File: config.mk
export PLATFORM = sky130hd
export DESIGN_NAME = jump_sound_trigger_flat
export DESIGN_NICKNAME = d
export VERILOG_FILES = /design/src/rtl/dino_sound_pkg.sv /design/src/rtl/jump_sound_trigger_if.sv /design/src/rtl/btn_debouncer.sv /design/src/rtl/jump_sound_trigger.sv /design/src/flat_wrapper.sv
export SDC_FILE = /design/constraint.sdc
export NUM_CORES = 1
export LEC_CHECK = 0
export ABC_AREA = 1
export BUFFER_PORTS_ARGS = -buffer_cell sky130_fd_sc_hd__buf_2
export CAP_MARGIN = 30
export CORE_ASPECT_RATIO = 1.4
export CORE_MARGIN = 1.5
export CORE_UTILIZATION = 55
export CTS_CLUSTER_SIZE = 16
export DETAILED_ROUTE_END_ITERATION = 12
export PLACE_DENSITY = 0.82
export SLEW_MARGIN = 5
export SYNTH_ARGS = -nofsm -noshare
export SYNTH_HDL_FRONTEND = slang
export SYNTH_HIERARCHICAL = 1
export SYNTH_SLANG_ARGS = --single-unit
File: constraint.sdc
create_clock -name clk -period 1.5 [get_ports clk]
set_input_delay 0.3 -clock clk [delete_from_list [all_inputs] [get_ports clk]]
set_output_delay 0.3 -clock clk [all_outputs]
set_load 0.01 [all_outputs]
File: src/rtl/dino_sound_pkg.sv
// Shared definitions for the dino sound path: jump-trigger FSM states and
// clock/sound timing constants reused by the sound player.
package dino_sound_pkg;

    typedef enum logic [1:0] {
        IDLE     = 2'b00,
        FIRE     = 2'b01,
        COOLDOWN = 2'b10
    } jst_state_t;

    localparam int unsigned CLK_HZ            = 50_000_000;
    localparam int unsigned JUMP_SOUND_CYCLES = 10_333_354;

endpackage

File: src/rtl/jump_sound_trigger_if.sv
// Control/status bundle between the jump-sound front end and its surroundings.
interface jump_sound_trigger_if;

    logic       jump_btn;
    logic       game_active;
    logic       mute;
    logic       jump_event;
    logic       sound_trigger;
    logic       busy;
    logic [7:0] drop_count;

    modport master (
        output jump_btn, game_active, mute,
        input  jump_event, sound_trigger, busy, drop_count
    );

    modport slave (
        input  jump_btn, game_active, mute,
        output jump_event, sound_trigger, busy, drop_count
    );

endinterface

File: src/rtl/btn_debouncer.sv
// Two-flop synchroniser plus stable-level counter; clean follows the button
// only after it has held a new level for DEBOUNCE_CYCLES consecutive cycles.
module btn_debouncer #(
    parameter int unsigned DEBOUNCE_CYCLES = 500_000
) (
    input  logic clk,
    input  logic rst,
    input  logic btn,
    output logic clean
);

    localparam int unsigned CW = $clog2(DEBOUNCE_CYCLES + 1);

    logic          s1;
    logic          s2;
    logic [CW-1:0] cnt;

    always_ff @(posedge clk or posedge rst) begin
        if (rst) begin
            s1    <= 1'b0;
            s2    <= 1'b0;
            clean <= 1'b0;
            cnt   <= '0;
        end else begin
            s1 <= btn;
            s2 <= s1;
            if (s2 == clean) begin
                cnt <= '0;
            end else if (cnt == CW'(DEBOUNCE_CYCLES - 1)) begin
                // this edge is the DEBOUNCE_CYCLES-th consecutive mismatch
                clean <= s2;
                cnt   <= '0;
            end else begin
                cnt <= cnt + CW'(1);
            end
        end
    end

endmodule

File: src/rtl/jump_sound_trigger.sv
// Jump-sound front end: debounced press detect, one-cycle jump_event, and a
// cooldown-limited sound_trigger with mute/game-active gating and drop count.
module jump_sound_trigger
    import dino_sound_pkg::*;
#(
    parameter int unsigned DEBOUNCE_CYCLES = 500_000,
    parameter int unsigned COOLDOWN_CYCLES = 10_400_000,
    parameter int unsigned CNT_W           = $clog2(COOLDOWN_CYCLES + 1)
) (
    input  logic                 clk,
    input  logic                 rst,
    jump_sound_trigger_if.slave  bus
);

    jst_state_t       state;
    logic             clean;
    logic             clean_q;
    logic             accepted;
    logic [CNT_W-1:0] cd_cnt;
    logic             jump_event_r;
    logic             sound_trigger_r;
    logic             busy_r;
    logic [7:0]       drop_count_r;

    btn_debouncer #(
        .DEBOUNCE_CYCLES(DEBOUNCE_CYCLES)
    ) u_debouncer (
        .clk  (clk),
        .rst  (rst),
        .btn  (bus.jump_btn),
        .clean(clean)
    );

    assign accepted = clean & ~clean_q & bus.game_active;

    always_ff @(posedge clk or posedge rst) begin
        if (rst) begin
            state           <= IDLE;
            clean_q         <= 1'b0;
            cd_cnt          <= '0;
            jump_event_r    <= 1'b0;
            sound_trigger_r <= 1'b0;
            busy_r          <= 1'b0;
            drop_count_r    <= '0;
        end else begin
            clean_q         <= clean;
            jump_event_r    <= accepted;
            sound_trigger_r <= 1'b0;
            if (!bus.game_active) begin
                state  <= IDLE;
                cd_cnt <= '0;
                busy_r <= 1'b0;
            end else begin
                case (state)
                    IDLE: begin
                        if (accepted && !bus.mute) begin
                            state           <= FIRE;
                            sound_trigger_r <= 1'b1;
                            busy_r          <= 1'b1;
                        end
                    end
                    FIRE: begin
                        cd_cnt <= CNT_W'(COOLDOWN_CYCLES - 1);
                        state  <= COOLDOWN;
                    end
                    COOLDOWN: begin
                        if (cd_cnt == '0) begin
                            state  <= IDLE;
                            busy_r <= 1'b0;
                        end else begin
                            cd_cnt <= cd_cnt - CNT_W'(1);
                        end
                    end
                    default: begin
                        state  <= IDLE;
                        busy_r <= 1'b0;
                    end
                endcase
                if (accepted && !bus.mute && state != IDLE && drop_count_r != 8'hFF)
                    drop_count_r <= drop_count_r + 8'd1;
            end
        end
    end

    assign bus.jump_event    = jump_event_r;
    assign bus.sound_trigger = sound_trigger_r;
    assign bus.busy          = busy_r;
    assign bus.drop_count    = drop_count_r;

endmodule
File: src/flat_wrapper.sv
// flat-port wrapper written by rule: the top's interface ports become plain ports
module jump_sound_trigger_flat import dino_sound_pkg::*;
#(
    parameter int unsigned DEBOUNCE_CYCLES = 500_000,
    parameter int unsigned COOLDOWN_CYCLES = 10_400_000,
    parameter int unsigned CNT_W           = $clog2(COOLDOWN_CYCLES + 1)
)
  (clk, rst, bus_jump_btn, bus_game_active, bus_mute, bus_jump_event, bus_sound_trigger, bus_busy, bus_drop_count);
  jump_sound_trigger_if bus_i ();
  input  logic clk;
  input  logic rst;
  input wire logic [$bits(bus_i.jump_btn)-1:0] bus_jump_btn;
  input wire logic [$bits(bus_i.game_active)-1:0] bus_game_active;
  input wire logic [$bits(bus_i.mute)-1:0] bus_mute;
  output wire logic [$bits(bus_i.jump_event)-1:0] bus_jump_event;
  output wire logic [$bits(bus_i.sound_trigger)-1:0] bus_sound_trigger;
  output wire logic [$bits(bus_i.busy)-1:0] bus_busy;
  output wire logic [$bits(bus_i.drop_count)-1:0] bus_drop_count;
  assign bus_i.jump_btn = bus_jump_btn;
  assign bus_i.game_active = bus_game_active;
  assign bus_i.mute = bus_mute;
  assign bus_jump_event = bus_i.jump_event;
  assign bus_sound_trigger = bus_i.sound_trigger;
  assign bus_busy = bus_i.busy;
  assign bus_drop_count = bus_i.drop_count;
  jump_sound_trigger #(.DEBOUNCE_CYCLES(DEBOUNCE_CYCLES), .COOLDOWN_CYCLES(COOLDOWN_CYCLES), .CNT_W(CNT_W)) u_core (.clk(clk), .rst(rst), .bus(bus_i));
endmodule
==> summary.md, run 1 <==
| Metric | Value |
|---|---|
| Status | finished with violations |
| Failing checks | setup timing |
| Share of flip-flops with an asynchronous set or reset | 100% |
| HP Start | bus_jump_btn |
| Starting Density | 56.5% |
| Routed WL | 11.1 mm |
| DRT Pass-1 Iters | 5 |
| RR Startpoint | u_core/cd_cnt[16] |
| Pwr Total | 3.57 mW |
| Number of synthesized flops with an enable pin | 0 |
| H-tree Lvls | 3 |
| Pint | 2.66 mW |
| Seq/Total Area, Yosys | 40.8% |
| Final setup vio count | 27 |
| Synth top area share | 40.8% |
| Pin count of the biggest net entering global routing | 39 |
| Setup WS post-layout | -0.286 ns |
| R2R Setup Slk | -0.29 ns |
| Final hold vios | 0 |
| PD cells | 741 mW/mm^2 |
| Clock power share | 45.9% |
| CP Launch Point | u_core/cd_cnt[16] |
| Core Area | 0.00653 mm^2 |
| Critical Path Fanout Max | 6 |
| Routability cong. | 0.908 |
| Min-Delay Path Class | input pin to register |
| Global-route wire length before repair | 15.7 mm |
| Setup crit start kind | register |
| Register Area | 0.00151 mm^2 |
| NumNets Final | 574 |
| Antenna Nets Post-Route | 0 |
| Yosys top cell by area | dfrtp_1 |
| CTS tree | done |
| Post-layout min period | 1.79 ns |
| Clock transition at the registers of the reported paths | 0.08 ns |
| Setup WS pre-CTS | -0.0891 ns |
| Multi-input gate area | 0.00222 mm^2 |
| Count of final max-slew check failures | 0 |
| Die width | 72.2 um |
| 1st-iter DRT viols | 370 |
| Net switching power | 0.908 mW |
| Lkg Pwr | 2.38 nW |
| Vias | 3758 |
| Root Driver | clkbuf_8 |
| Top Ports | 16 |
| Clk_skew | 0.0142 ns |
| Post-Synthesis Mean Instance Area | 7.58 um^2 |
| Detailed-route vias per instance | 5.84 |
| Synth area leaders | dfrtp_1, nand2_1, nor2_1 |
| All-Layer GR Usage | 28.3% |
| Tcrit/Tclk final | 119% |
| Vias in the first global route | 3678 |
| Comb power frac | 8.0% |
| Routed wire per std cell | 17.2 um |
| Layout area overhead | 30.7% |
| Dpl cell area | 0.00413 mm^2 |
| Die ar. | 0.00720 mm^2 |
| Flop pwr share | 46.1% |
| Slew @ Worst Pin | 0.527 ns |
| Design Area, Final | 0.00481 mm^2 |
| Peak supply drop | 605 uV |
| Site Rows | 35 |
| Synthesized area | 0.00368 mm^2 |
| Initial antenna violation count | 0 |
| CP required | 1.74 ns |
| Buffers on Ports | 15 |
| Synth Flop Type | dfrtp_1 |
| Normalized max-slew margin | 64.9% |
| Synth Warn # | 6 |
| CP Capture Type | register |
| Fill count | 410 |
| Sw Share | 25.4% |
| # DRC | 0 |
| GRT overflow | 0 |
| Post-synthesis cell count | 486 |
| Library cells used by synthesis | 36 |
| Detailed Place HPWL | 6.57 mm |
| Number of max-cap violations | 0 |
| TritonCTS Buffers | 9 |
| Yosys reg bits | 60 |
| Maximum clock frequency | 560 MHz |
| Clk Latency, worst-skew pair | 0.36 ns |
| Deepest clock path buffer count | 2 |
| Critical path type | register to register |
| RSZ-0062 raised after global routing | true |
| Syn Nets | 495 |
| # diodes | 0 |
| Die height | 99.8 um |
| Share of layout cells above drive strength 1 | 36.2% |
| Worst EP arrival | 2.03 ns |
| # clock sinks | 60 |
[power by group through the flow]
stage	Combinational, mW	Clock [mW]	Sequential (mW)
4_1_cts	0.235	1.66	1.65
6_report	0.285	1.64	1.65
3_5_place_dp	0.222	0	1.68
5_1_grt	0.311	1.72	1.65
3_3_place_gp	0.215	0	1.68
2_1_floorplan	0.154	0	1.67
[final timing paths]
path / cells past startpoint / endpoint
setup / recovery: 9 / u_core/cd_cnt[8]
max in group asynchronous: 4 / u_core/cd_cnt[6]
setup reg to reg: 9 / u_core/cd_cnt[8]
hold reg to reg: 0 / u_core/u_debouncer/s2
min in group asynchronous: 4 / u_core/u_debouncer/cnt[13]
hold / removal: 1 / u_core/u_debouncer/s1
[critical path, stage by stage, from the launching register on]
cell and delay [ns]:
dfrtp_1 0.40, nor2_2 0.24, nand2_1 0.16, nor2_4 0.15, nand3_4 0.12, nand2_4 0.12
nand2_8 0.08, buf_6 0.15, a21oi_1 0.17, nor2_1 0.06
[per-stage QoR]
stage                     util [%]  setup TNS, ns  hold WS (ns)  instances
after floorplan                  -              0         0.289        486
after global placement        63.2         -0.129         0.332        610
after detailed placement      63.2         -0.562         0.355        610
after CTS                     67.7         -0.155        0.0410        628
after global routing          73.8          -5.79        0.0358        643
final                         73.8          -3.99        0.0499        643
[metal layers]
layer	up-vias	part of all wire, %	GRT usage [%]
li1	1698	-	-
met1	1803	34	28.0
met2	191	54	52.8
met3	66	6.9	5.22
met4	0	5.5	18.0
met5	-	0	0
[state kept, by name, indices dropped and copies added (netlist names)]
| name | count |
|---|---|
| u_core/bus.busy | 1 |
| u_core/bus.drop_count | 8 |
| u_core/bus.jump_event | 1 |
| u_core/bus.sound_trigger | 1 |
| u_core/cd_cnt | 24 |
| u_core/clean_q | 1 |
| u_core/state | 2 |
| u_core/u_debouncer/clean | 1 |
| u_core/u_debouncer/cnt | 19 |
| u_core/u_debouncer/s1 | 1 |
| u_core/u_debouncer/s2 | 1 |
[layout by cell type (no fill, tap or decap), types with 2 or more instances in the layout]
master      count
a21oi_1         7
a21oi_2         4
buf_12          3
buf_2          15
buf_4          47
buf_6           6
bufinv_16       2
clkbuf_8        9
clkinvlp_4      2
dfrtp_1        54
dfrtp_2         6
ha_4            2
inv_1          44
inv_2           7
nand2_1       121
nand2_2        16
nand2_4         5
nand2_8         3
nand3_1        40
nand3_2         9
nand3_4         3
nand3b_1        2
nand4_1         7
nor2_1         53
nor2_2         22
nor2_4         22
nor3_1          5
o21ai_0         7
o21ai_1         4
o21ai_2        13
xnor2_1         3
xor2_1          8
[cell families (layout without fill, tap and decap cells)]
logic type	after synthesis	count (layout)	share of synthesized area, %
compound gates	40	40	7.20
simple gates	313	313	41.2
flops	60	60	40.8
xor+xnor	12	12	3.06
buf+inv	57	140	6.39
fa+ha+maj	4	4	1.36
[cells in the mapped netlist (2+ instances only)]
cell      number
nor2_1        72
buf_2          3
nand2_2       11
a21oi_1        9
nand2_1      129
buf_6          2
inv_1         48
dfrtp_1       60
o21ai_1        3
ha_1           4
nand3b_1       2
nand2_4        5
inv_2          3
xnor2_1        3
nand3_1       47
nor2_2        17
o21ai_0        9
o21ai_2       12
nor2_4         8
nand4_1        7
nand3_2        4
nor3_1         5
xor2_1         8
a21oi_2        3
[timing repair]
action                     4_1_cts  5_1_grt
pin swaps                        3       22
setup endpoints to repair       27       39
hold buffers                     1        0
resized for setup               12       75
hold endpoints to repair        15        0
cloned                           0        0
buffers inserted                 2       16
[area by class of cell]
| cell class | instances | area share, % |
|---|---|---|
| multi-input cells | 369 | 46.2 |
| flip-flops and latches | 60 | 31.3 |
| repair buffers | 73 | 12.1 |
| inverters | 52 | 4.11 |
| clock buffers | 9 | 2.57 |
| well taps | 74 | 1.92 |
| clock inverters | 6 | 1.85 |
Power figures use the tool's default switching activity.
==> run 2, diff against run 1 <==
--- a/config.mk
+++ b/config.mk
@@ -14,6 +14,7 @@
 export CTS_CLUSTER_SIZE = 16
 export DETAILED_ROUTE_END_ITERATION = 12
 export PLACE_DENSITY = 0.82
+export SKIP_CTS_REPAIR_TIMING = 1
 export SLEW_MARGIN = 5
 export SYNTH_ARGS = -nofsm -noshare
 export SYNTH_HDL_FRONTEND = slang
==> run 2 against run 1 <==
- the flow finishes with violations (hold timing, setup timing)
- critical path depth stayed put
- combinational power fell by 12%
- cell count shrank 1.6%
- wire length down 12%
- worst hold slack got worse by 0.055 ns
- global-route usage down 0.51 points
- highest routed layer unchanged
- flip-flop and latch count did not move
==> summary.md, run 2 (synthesis gave the netlist of run 1 again) <==
| Metric | Value |
|---|---|
| Hold Slack | -0.00461 ns |
| Site Rows | 35 |
| CP Capture Type | register |
| Initial antenna violation count | 0 |
| Antenna Nets Post-Route | 0 |
| Vias | 3598 |
| Count of final max-slew check failures | 0 |
| Vias in the first global route | 3645 |
| RSZ-0062 raised after global routing | true |
| Critical Path Fanout Max | 4 |
| Lkg Pwr | 2.32 nW |
| Status | finished with violations |
| Pint | 2.65 mW |
| Placed Cells | 610 |
| 1st-iter DRT viols | 283 |
| Final Non-Filler Cells | 633 |
| NumNets Final | 564 |
| Tcrit/Tclk final | 105% |
| Die width | 72.2 um |
| Share of layout cells above drive strength 1 | 32.4% |
| R2R Setup Slk | -0.07 ns |
| Critical path type | register to register |
| Number of max-cap violations | 0 |
| Root Driver | clkbuf_8 |
| Die ar. | 0.00720 mm^2 |
| Die height | 99.8 um |
| Pin count of the biggest net entering global routing | 39 |
| All-Layer GR Usage | 27.8% |
| CTS tree | done |
| Top Ports | 16 |
| Commonest non-fill, non-tap cells in the layout | nand2_1, nor2_1, dfrtp_1 |
| Normalized max-slew margin | 65.6% |
| Clk_skew | 0.0131 ns |
| Min-Delay Path Class | input pin to asynchronous set/reset pin |
| Deepest clock path buffer count | 2 |
| H-tree Lvls | 3 |
| Clock transition at the registers of the reported paths | 0.08 ns |
| Sw Share | 24.8% |
| Global-route wire length before repair | 15.4 mm |
| GRT overflow | 0 |
| Layout area overhead | 25.9% |
| Comb power frac | 7.1% |
| Routed wire per std cell | 15.4 um |
| Maximum clock frequency | 635 MHz |
| Post-layout min period | 1.57 ns |
| Clock power share | 46.1% |
| CP required | 1.75 ns |
| Clk Latency, worst-skew pair | 0.35 ns |
| Leading cell type in the layout, fill and taps excluded | nand2_1 |
| Routed WL | 9.76 mm |
| TritonCTS Buffers | 9 |
| Setup crit start kind | register |
| DRT Pass-1 Iters | 5 |
| # clock sinks | 60 |
| # diodes | 0 |
| Final setup vio count | 24 |
| Pwr Total | 3.52 mW |
| Core Area | 0.00653 mm^2 |
| Final TNS setup | -0.895 ns |
| Failing checks | hold timing, setup timing |
| Buffers on Ports | 15 |
| Slew @ Worst Pin | 0.516 ns |
| Starting Density | 56.5% |
| Setup WS post-layout | -0.0736 ns |
| Final hold vios | 3 |
| Peak supply drop | 602 uV |
| PD cells | 759 mW/mm^2 |
| Worst EP arrival | 1.82 ns |
| Detailed-route vias per instance | 5.68 |
| # DRC | 0 |
| Flop pwr share | 46.8% |
| Largest register by flop count | u_core/cd_cnt |
| Largest register FFs | 24 |
| Final Util | 71.1% |
| Routability cong. | 0.908 |
| Net switching power | 0.873 mW |
| Detailed Place HPWL | 6.57 mm |
[run 2: path summary, 6_finish.rpt]
path | cells past startpoint | end | startpoint
max in group asynchronous | 3 | u_core/cd_cnt[6] | rst
min in group clk | 1 | u_core/u_debouncer/s1 | bus_jump_btn
worst min-delay path | 3 | u_core/u_debouncer/cnt[15] | rst
worst max-delay path | 9 | u_core/bus.busy | u_core/cd_cnt[10]
worst max register to register | 9 | u_core/bus.busy | u_core/cd_cnt[10]
worst min register to register | 0 | u_core/u_debouncer/s2 | u_core/u_debouncer/s1
[run 2: through the flow]
step	worst slack (ns)	instance area, um^2
2_1_floorplan	0.0118	3680
3_3_place_gp	-0.0533	4130
3_5_place_dp	-0.0891	4130
4_1_cts	-0.0998	4340
5_1_grt	-0.133	4640
6_report	-0.0736	4640
[run 2: final cells by class]
cell class	count	area [um^2]
clock inverter	6	88.8
sequential	60	1510
inverter	52	198
clock buffer	9	124
timing repair buffer	62	468
multi-input combinational	370	2160
tap	74	92.6
fill	454	1890
[run 2: power groups by stage]
stage               clock [mW]  combinational, mW  sequential [mW]
floorplan                    0              0.154             1.67
global placement             0              0.215             1.68
detailed placement           0              0.222             1.68
CTS                       1.66              0.225             1.65
global route              1.72              0.278             1.65
finish                    1.62              0.250             1.65
[run 2: routing by layer]
metal  track usage (%)  up-vias  part of all wire, %
li1                  -     1686                    -
met1              26.9     1738                   36
met2              52.3      132                   56
met3              5.22       42                  4.3
met4              18.1        0                  4.2
met5                 0        -                    0
[run 2: critical path, stage by stage, from the launching register on]
cell,delay (ns)
dfrtp_1,0.44
nor2_2,0.17
nand2_2,0.10
nor2_4,0.14
nand3_4,0.12
nand3_2,0.16
buf_4,0.13
nand3_1,0.08
nand2_1,0.08
nand2_1,0.05
